$ cat src/rtl/priority_83_encoder_if.sv
// priority_83_encoder_if: request/result bundle for the 8-to-3 priority encoder
//   en  encoder enable (master -> slave)
//   x   request vector, x[7] highest priority (master -> slave)
//   y   encoded index of highest asserted bit (slave -> master)
//   gs  group select, en and any request (slave -> master)
//   eo  enable out, en and no request (slave -> master)
interface priority_83_encoder_if;
   logic       en;
   logic [7:0] x;
   logic [2:0] y;
   logic       gs;
   logic       eo;
   modport master (output en, x, input y, gs, eo);
   modport slave (input en, x, output y, gs, eo);
endinterface

$ cat src/rtl/priority_83_encoder.sv
// priority_83_encoder: 8-input to 3-bit priority encoder with enable, cascadable via gs/eo
//   clk  system clock, rising edge (unused when OUT_REG=0)
//   rst  synchronous active-high reset (unused when OUT_REG=0)
//   bus  slave side of priority_83_encoder_if (en, x in; y, gs, eo out)
//   OUT_REG  1: outputs registered with 1-cycle latency; 0: outputs combinational
module priority_83_encoder #(
   parameter bit OUT_REG = 1'b1
) (
   input logic                  clk,
   input logic                  rst,
   priority_83_encoder_if.slave bus
);
   logic [2:0] w_y;
   logic       w_gs;
   logic       w_eo;
   logic       w_any;
   always_comb begin
      w_any = |bus.x;
      w_y   = !bus.en  ? 3'd0 :
              bus.x[7] ? 3'd7 :
              bus.x[6] ? 3'd6 :
              bus.x[5] ? 3'd5 :
              bus.x[4] ? 3'd4 :
              bus.x[3] ? 3'd3 :
              bus.x[2] ? 3'd2 :
              bus.x[1] ? 3'd1 : 3'd0;
      w_gs  = bus.en & w_any;
      w_eo  = bus.en & ~w_any;
   end
   generate
      if (OUT_REG) begin : g_reg
         logic [2:0] r_y;
         logic       r_gs;
         logic       r_eo;
         always_ff @(posedge clk) begin
            if (rst) begin
               r_y  <= 3'd0;
               r_gs <= 1'b0;
               r_eo <= 1'b0;
            end else begin
               r_y  <= w_y;
               r_gs <= w_gs;
               r_eo <= w_eo;
            end
         end
         assign bus.y  = r_y;
         assign bus.gs = r_gs;
         assign bus.eo = r_eo;
      end else begin : g_comb
         assign bus.y  = w_y;
         assign bus.gs = w_gs;
         assign bus.eo = w_eo;
      end
   endgenerate
endmodule

$ cat src/flat_wrapper.sv
// flat-port wrapper written by rule: the top's interface ports become plain ports
module priority_83_encoder_flat 
#(
   parameter bit OUT_REG = 1'b1
)
  (clk, rst, bus_en, bus_x, bus_y, bus_gs, bus_eo);
  priority_83_encoder_if bus_i ();
  input logic clk;
  input logic rst;
  input wire logic [$bits(bus_i.en)-1:0] bus_en;
  input wire logic [$bits(bus_i.x)-1:0] bus_x;
  output wire logic [$bits(bus_i.y)-1:0] bus_y;
  output wire logic [$bits(bus_i.gs)-1:0] bus_gs;
  output wire logic [$bits(bus_i.eo)-1:0] bus_eo;
  assign bus_i.en = bus_en;
  assign bus_i.x = bus_x;
  assign bus_y = bus_i.y;
  assign bus_gs = bus_i.gs;
  assign bus_eo = bus_i.eo;
  priority_83_encoder #(.OUT_REG(OUT_REG)) u_core (.clk(clk), .rst(rst), .bus(bus_i));
endmodule
$ cat config.mk
export PLATFORM = sky130hd
export DESIGN_NAME = priority_83_encoder_flat
export DESIGN_NICKNAME = d
export VERILOG_FILES = /design/src/rtl/priority_83_encoder_if.sv /design/src/rtl/priority_83_encoder.sv /design/src/flat_wrapper.sv
export SDC_FILE = /design/constraint.sdc
export NUM_CORES = 1
export LEC_CHECK = 0
export ABC_AREA = 0
export ABC_CLOCK_PERIOD_IN_PS = 800
export CORE_AREA = 2 2 39 41
export DETAILED_ROUTE_END_ITERATION = 10
export DIE_AREA = 0 0 41 43
export PLACE_DENSITY = 0.54
export SLEW_MARGIN = 20
export SYNTH_ARGS = -nofsm -noshare
export SYNTH_HDL_FRONTEND = slang
export SYNTH_SLANG_ARGS = --single-unit
$ cat constraint.sdc
create_clock -name clk -period 0.8 [get_ports clk]
set_input_delay 0.12 -clock clk [delete_from_list [all_inputs] [get_ports clk]]
set_output_delay 0.12 -clock clk [all_outputs]
set_load 0.02 [all_outputs]
# == Yosys cells after proc, flatten, opt, wreduce, memory -nomap -nowiden ==
# Index checks and enable logic that the tools add are counted.
# word_totals
input_bits,11
regBits,5
out_inout_bits,5
elab_cells,16
# classes
bitwise,4
n_reduce_logical,2
mux,7
# op_table
operator,n
3-bit 2-to-1 mux,6
8-bit OR reduction,1
1-bit AND,2
1-bit inverter,2
2-bit OR reduction,1
1-bit 2-to-1 mux,1

# == Logic depth before layout (Yosys ltp) ==
# Gate-level depths: netlist (run 1).
# depth
depth_word,7
mapped_depth,3
ltp_nobuf,3

# == Worst setup path before layout (run 1) ==
# Ideal clock, no wire load.
# synth_timing
path_kind,input port to flip-flop
startpoint,input port rst
endpoint,"register u_core.g_reg.r_y[0], in the netlist u_core.bus.y[0]"
cell_stages,2
slack_ns,0.123
setup_ns,0.101
path_buffers,0
t_arrival_ns,0.576
required_ns,0.699
cell_sequence,nand2b_1 o41ai_1
# synth_between
elab_chain_len,1
# synth_lines
item,line,source
from (decl),flat_wrapper.sv:9,input logic rst;
2-bit OR reduction (no source line),n/a,
to (signal assigned),priority_83_encoder.sv:41,r_y <= w_y;
to (decl),priority_83_encoder.sv:32,logic [2:0] r_y;
# Every way passes these cells.
# A chain may end at the register's enable or synchronous reset.

# == Worst setup path in the final report (run 1) ==
# layout_timing
startpoint,"register u_core.g_reg.r_gs, in the netlist u_core.bus.gs"
endpoint,output port bus_gs
# layout_lines
item,line,source
from (decl),priority_83_encoder.sv:33,logic r_gs;
from (signal assigned),priority_83_encoder.sv:42,r_gs <= w_gs;
to (decl),flat_wrapper.sv:13,output wire logic [$bits(bus_i.gs)-1:0] bus_gs;
# No word-level cell between the ends.

==> results of run 1 <==
## cell usage after synthesis, drive strengths merged
cell type,n
nor4,2
o41ai,1
dfxtp,5
nor2,4
nand2b,1
o21bai,1
nand2,1
o21ai,1
and2b,1
a21oi,3
inv,1
## worst paths after layout
kind / startpoint / slack (ns) / depth (start not counted) / end
max: u_core.bus.gs / 0.02 / 1 / bus_gs
min: rst / 0.23 / 3 / u_core.bus.y[0]
## placed cells by master (no fill, tap or decap), types with 2 or more instances in the layout
cell type / netlist / routed
clkbuf_4: 0 / 3
a21oi_1: 3 / 2
nor4_4: 0 / 2
buf_4: 0 / 5
nor2_1: 4 / 4
buf_6: 0 / 5
dlymetal6s2s_1: 0 / 2
dlygate4sd2_1: 0 / 8
dfxtp_2: 0 / 5
## registers in the layout, summed over array words and instances (netlist names)
register,cells
u_core.bus.y,3
u_core.bus.gs,1
u_core.bus.eo,1
## power by group through the flow
stage	Combinational (W)	Clock (W)	Sequential, W
detailed placement	0.000143	0	0.000270
finish	0.000167	0.000279	0.000270
global placement	0.000141	0	0.000269
floorplan	0.0000227	0	0.000284
global route	0.000181	0.000306	0.000271
CTS	0.000149	0.000294	0.000269
## what timing repair did
item,in CTS,in global routing
resized for setup,46,8
endpoints found under the setup margin,10,8
pin swaps,4,2
## cell families (layout without fill, tap and decap cells)
group	count (synthesis)	after routing	share of synthesized area
buffers and inverters	1	25	0.0195
flip-flops	5	5	0.520
AO/OA/AOI/OAI	6	6	0.188
AND/OR/NAND/NOR	9	9	0.273
## metal layers
layer	share of wire	GRT usage
met1	0.36	0.0707
met2	0.52	0.128
met3	0.070	0.00524
met4	0.048	0.147
met5	0	0
## stage by stage
step | setup slack (ns) | cells | power [W]
after floorplan | 0.123 | 21 | 0.000307
after global placement | -0.415 | 57 | 0.000410
after detailed placement | -0.396 | 57 | 0.000412
after CTS | 0.000732 | 61 | 0.000712
after global routing | -0.00361 | 61 | 0.000757
final | 0.0171 | 61 | 0.000716
## layout make-up
class                   instances  area, um2  area share
flip-flops and latches          5        106       0.213
inverters                       1       3.75     0.00752
multi-input cells              15        154       0.308
clock buffers                   4       26.3      0.0526
repair buffers                 20        189       0.378
well taps                      16       20.0      0.0401
==> impl_metrics.toml, run 1 <==
[power_and_ir_drop]
ir_drop_mv = 0.418
switching_share = 0.241
power_frac_comb = 0.233
power.internal_w = 0.000543
leakage_nw = 0.238
p_seq_frac = 0.377
p_sw_w = 0.000172
powerDensity_nw_per_um2 = 1430
clkPwrFrac = 0.390

[clock_tree]
path_clk_slew_ns = 0.04
clock_path_buffers = 2
cts.sinks = 5
cts.hold.buffers_added = 0
postCtsSetupRepairBufs = 0
cts_buffers = 3
cts_tree = "built"
cts_htree_levels = 1
clockRootBuffer = "clkbuf_4"

[cells_and_area]
final_util = 0.361
n_antenna_cell = 0
fill_cells = 151
drive_gt1_frac = 0.556
design_area_um2 = 499
area_growth_syn_to_layout_pct = 159
finalNetCount = 57

[setup_path]
end_kind = "primary output"
path_delay_family = "flip-flops"
slowest_stage = "dfxtp_2"
worstSetupPathType = "register to primary output"
cp.arrival_ns = 0.66
required_ns = 0.68
start_kind = "register"
worstPathMaxFanout = 1
crit_buf_inv = 1
path_cells = "buf_6"
slowest_delay_ns = 0.31

[logic_synthesis]
synth.top_cells.by_area = "dfxtp_1 52%, a21oi_1 7.8%, nor2_1 7.8%"
syn_avg_cell_area_um2 = 9.18
syn_nets = 32
netlist_instances = 21
postSynthRegisterBits = 5
synth_top_area_cell = "dfxtp_1"
synth_cell_types = 12
yosysTopAreaCellShare = 0.519
synth_warnings = 0
synth_area_um2 = 193
yosysSeqAreaShare = 0.519

[detailed_routing]
ant_nets = 0
wl_um = 568
drc = 0
drt-initial-drc-count = 0
drt_first_pass_iters = 1
via_per_inst = 4.10
wl_per_cell_um = 9.31
vias = 250

[placement]
place.gp.congestion = 0.742
hpwlAfterDp_um = 423
post_dp_cell_area_um2 = 400
io_buffers = 15

[status]
outcome = "completed"

[global_routing]
grt_max_degree = 5
grt_pass1_vias = 266
track_usage = 0.0863
grt_pass1_wl_um = 938
antenna_found_initial = 0
grt_overflow = 0

[die]
start_util = 0.139
dieArea_um2 = 1760
die_w_um = 41
core_um2 = 1380
rows = 14
num_io_pins = 16
chipHeight_um = 43

[timing]
rsz0062_at_grt = "yes"
drv_slew = 0
slew-limit-headroom = 0.831
fmax_mhz = 1280
finalSetupViolCount = 0
whs_ns = 0.231
final-hold-violation-count = 0
period_minus_slack_ns = 0.783
fin_tns_setup_ns = 0
period_share = 0.979
max_slew.worst_pin.slew_ns = 0.252

[worst_hold_path]
hp-class = "input pin to register"

[flow_run]
drv_cap = 0
Power figures use the tool's default switching activity.
==> inputs of run 2 (changes only) <==
--- a/config.mk
+++ b/config.mk
@@ -7,10 +7,13 @@
 export LEC_CHECK = 0
 export ABC_AREA = 0
 export ABC_CLOCK_PERIOD_IN_PS = 800
+export CELL_PAD_IN_SITES_DETAIL_PLACEMENT = 0
+export CELL_PAD_IN_SITES_GLOBAL_PLACEMENT = 1
 export CORE_AREA = 2 2 39 41
 export DETAILED_ROUTE_END_ITERATION = 10
 export DIE_AREA = 0 0 41 43
-export PLACE_DENSITY = 0.54
+export MAX_ROUTING_LAYER = met4
+export PLACE_DENSITY = 0.69
 export SLEW_MARGIN = 20
 export SYNTH_ARGS = -nofsm -noshare
 export SYNTH_HDL_FRONTEND = slang
==> impl_metrics.toml, run 2 (same netlist as run 1, synthesis figures left out) <==
[detailed_routing]
drt_first_pass_iters = 3
via_per_inst = 4.19
wl_per_cell_um = 9.57
vias = 243
ant_nets = 0
wl_um = 555
drt-initial-drc-count = 1
drc = 0

[cells_and_area]
layout_common_cells = "7 x dlygate4sd2_1, 5 x buf_6, 5 x dfxtp_2"
area_growth_syn_to_layout_pct = 139
drive_gt1_frac = 0.524
finalNetCount = 54
n_antenna_cell = 0
mostFrequentLayoutCell = "dlygate4sd2_1"
largest_reg_flops = 3
final_util = 0.333
design_area_um2 = 460

[die]
dieArea_um2 = 1760
core_um2 = 1380
die_w_um = 41
num_io_pins = 16
rows = 14
start_util = 0.139
chipHeight_um = 43

[timing]
max_slew.worst_pin.slew_ns = 0.291
fmax_mhz = 1270
fin_tns_setup_ns = 0
drv_slew = 0
rsz0062_at_grt = "yes"
period_share = 0.982
period_minus_slack_ns = 0.786
whs_ns = 0.184
slew-limit-headroom = 0.806
finalSetupViolCount = 0
final-hold-violation-count = 0

[setup_path]
crit_buf_inv = 1
path_cells = "buf_6"
start_kind = "register"
worstSetupPathType = "register to primary output"
path_delay_family = "flip-flops"
required_ns = 0.68
cp.arrival_ns = 0.67
slowest_delay_ns = 0.31
cp.depth = 1
worstPathMaxFanout = 1
end_kind = "primary output"
slowest_stage = "dfxtp_2"

[clock_tree]
cts_htree_levels = 1
postCtsSetupRepairBufs = 0
clockRootBuffer = "clkbuf_4"
cts.sinks = 5
clock_path_buffers = 2
path_clk_slew_ns = 0.04
cts_tree = "built"
cts_buffers = 3

[power_and_ir_drop]
powerDensity_nw_per_um2 = 1520
ir_drop_mv = 0.306
leakage_nw = 0.220

[placement]
place.gp.congestion = 0.697
io_buffers = 15
post_dp_cell_area_um2 = 378
hpwlAfterDp_um = 382

[global_routing]
grt_max_degree = 5
track_usage = 0.0813
grt_pass1_vias = 232
grt_pass1_wl_um = 834
antenna_found_initial = 0
grt_overflow = 0

[flow_run]
drv_cap = 0

[worst_hold_path]
hp-class = "input pin to register"
hold_depth = 2

[status]
outcome = "completed"
==> run 2: what timing repair did <==
| item | in CTS | in global routing |
|---|---|---|
| hold buffers | 0 | 0 |
| setup endpoints to repair | 9 | 8 |
| gates resized for setup | 45 | 9 |
| pin swaps | 4 | 0 |
| cloned | 0 | 0 |
==> run 2: stage by stage <==
stage / total power (W) / instances / worst slack, ns
2_1_floorplan: 0.000307 / 21 / 0.123
3_3_place_gp: 0.000400 / 54 / -0.401
3_5_place_dp: 0.000400 / 54 / -0.411
4_1_cts: 0.000699 / 58 / 0.00251
5_1_grt: 0.000733 / 58 / -0.00492
6_report: 0.000698 / 58 / 0.0141
==> run 2: final timing paths <==
check,start,to
max,u_core.bus.y[2],bus_y[2]
min,bus_x[6],u_core.bus.y[0]
==> run 2: where the power goes <==
| part | internal, W | switching (W) |
|---|---|---|
| Clock | 0.000188 | 0.0000932 |
| Combinational | 0.0000788 | 0.0000683 |
| Sequential | 0.000265 | 0.00000500 |
| Total | 0.000531 | 0.000166 |
==> run 2: layout make-up <==
type                       instances  area (um2)
clock buffer                       4        26.3
fill                             150         923
inverter                           1        3.75
multi-input combinational         15         141
sequential                         5         106
tap                               16        20.0
timing repair buffer              17         163
==> run 2: routing by layer <==
metal  wire length (um)  track usage  up-vias
li1                   -            -      116
met1                189       0.0675      108
met2                278        0.116       15
met3                 58       0.0157        4
met4                 29        0.120        0
met5                  0            -        -
==> inputs of run 3 (changes only) <==
--- a/config.mk
+++ b/config.mk
@@ -13,7 +13,7 @@
 export DETAILED_ROUTE_END_ITERATION = 10
 export DIE_AREA = 0 0 41 43
 export MAX_ROUTING_LAYER = met4
-export PLACE_DENSITY = 0.69
+export PLACE_DENSITY_LB_ADDON = 0.1
 export SLEW_MARGIN = 20
 export SYNTH_ARGS = -nofsm -noshare
 export SYNTH_HDL_FRONTEND = slang
==> impl_metrics.toml, run 3 (same netlist as run 1, synthesis figures left out) <==
[status]
outcome = "completed"

[placement]
io_buffers = 15
place.gp.congestion = 0.669
dp_cells = 55
hpwlAfterDp_um = 422

[clock_tree]
cts_buffers = 3
postCtsSetupRepairBufs = 0
cts.sinks = 5
clock_path_buffers = 2
cts_htree_levels = 1
cts_tree = "built"
cts.hold.buffers_added = 0
clockRootBuffer = "clkbuf_4"
path_clk_slew_ns = 0.04

[global_routing]
grt_pass1_wl_um = 814
grt_max_degree = 5
grt_pass1_vias = 222
grt_overflow = 0
antenna_found_initial = 0
track_usage = 0.0749

[timing]
period_minus_slack_ns = 0.782
slew-limit-headroom = 0.815
rsz0062_at_grt = "yes"
whs_ns = 0.203
max_slew.worst_pin.slew_ns = 0.275
final-hold-violation-count = 0
drv_slew = 0
finalSetupViolCount = 0
period_share = 0.977
fmax_mhz = 1280

[power_and_ir_drop]
leakage_nw = 0.210
clkPwrFrac = 0.405
switching_share = 0.229
p_sw_w = 0.000157
powerDensity_nw_per_um2 = 1530
ir_drop_mv = 0.283
power_frac_comb = 0.202
p_seq_frac = 0.393
power.internal_w = 0.000528

[die]
core_um2 = 1380
chipHeight_um = 43
dieArea_um2 = 1760
start_util = 0.139
die_w_um = 41
rows = 14
num_io_pins = 16

[setup_path]
slowest_stage = "dfxtp_2"
critPathLaunch = "u_core.bus.eo"
crit_end = "bus_eo"
worstSetupPathType = "register to primary output"
slowest_delay_ns = 0.31
worstPathMaxFanout = 1
path_cells = "buf_6"
cp.depth = 1
cp.arrival_ns = 0.66
required_ns = 0.68
end_kind = "primary output"
path_delay_family = "flip-flops"
crit_buf_inv = 1
start_kind = "register"

[detailed_routing]
wl_per_cell_um = 8.41
vias = 239
wl_um = 496
drt-initial-drc-count = 4
drc = 0
via_per_inst = 4.05
drt_first_pass_iters = 2
ant_nets = 0

[worst_hold_path]
hold_start = "bus_x[1]"
hp-class = "input pin to register"

[cells_and_area]
mostFrequentLayoutCell = "dlygate4sd2_1"
seqCellArea_um2 = 106
drive_gt1_frac = 0.512
area_growth_syn_to_layout_pct = 133
multi_input_area_um2 = 123
layout_common_cells = "9 x dlygate4sd2_1, 5 x buf_6, 5 x dfxtp_2"
largest_reg_flops = 3
finalNetCount = 55
n_antenna_cell = 0
instances_no_fill = 59
fill_cells = 149

[flow_run]
drv_cap = 0
-- run 3: cell count changes in the layout (fill, tap and decap cells not counted), sizes merged --
cell	previous run	this run
clkbuf	5	4
dlygate4sd2	7	9
buf	7	8
dlymetal6s2s	2	1
-- run 3: power by group through the flow --
| stage | clock (W) | combinational, W | sequential, W |
|---|---|---|---|
| 3_3_place_gp | 0 | 0.000133 | 0.000269 |
| 6_report | 0.000278 | 0.000138 | 0.000269 |
| 4_1_cts | 0.000290 | 0.000131 | 0.000265 |
| 2_1_floorplan | 0 | 0.0000227 | 0.000284 |
| 3_5_place_dp | 0 | 0.000135 | 0.000269 |
| 5_1_grt | 0.000316 | 0.000150 | 0.000269 |
-- run 3: how the worst min path moves through the flow --
stage          depth (start not counted)         endpoint  slack (ns)
2_1_floorplan                          1  u_core.bus.y[0]        0.22
3_3_place_gp                           4    u_core.bus.eo        0.78
3_5_place_dp                           4    u_core.bus.eo        0.78
4_1_cts                                4    u_core.bus.eo        0.27
5_1_grt                                4    u_core.bus.eo        0.22
6_report                               4    u_core.bus.eo        0.20
-- run 3: repair_timing --
action | CTS | global route
gates resized for setup | 40 | 10
pin swaps | 4 | 1
setup endpoints to repair | 9 | 8
-- run 3: layer usage --
layer / up-vias / track usage / part of all wire
li1: 118 / - / -
met1: 109 / 0.0703 / 0.35
met2: 10 / 0.103 / 0.53
met3: 2 / 0.0314 / 0.10
met4: 0 / 0.0800 / 0.012
met5: - / - / 0
-- run 3: final cells by class --
class,count,share of cell area
inverter,1,0.00836
multi-input combinational,15,0.273
timing repair buffer,18,0.379
clock buffer,4,0.0585
tap,16,0.0446
sequential,5,0.237
-- run 3: metrics by stage --
step,cell area [um2],TNS (ns),setup WS (ns),total power [W],utilization
3_5_place_dp,385,-2.91,-0.451,0.000404,0.278
2_1_floorplan,193,0,0.123,0.000307,-
5_1_grt,449,-0.0278,-0.0116,0.000736,0.325
4_1_cts,423,0,0.000922,0.000686,0.306
3_3_place_gp,385,-2.82,-0.423,0.000402,0.278
6_report,449,0,0.0180,0.000685,0.325
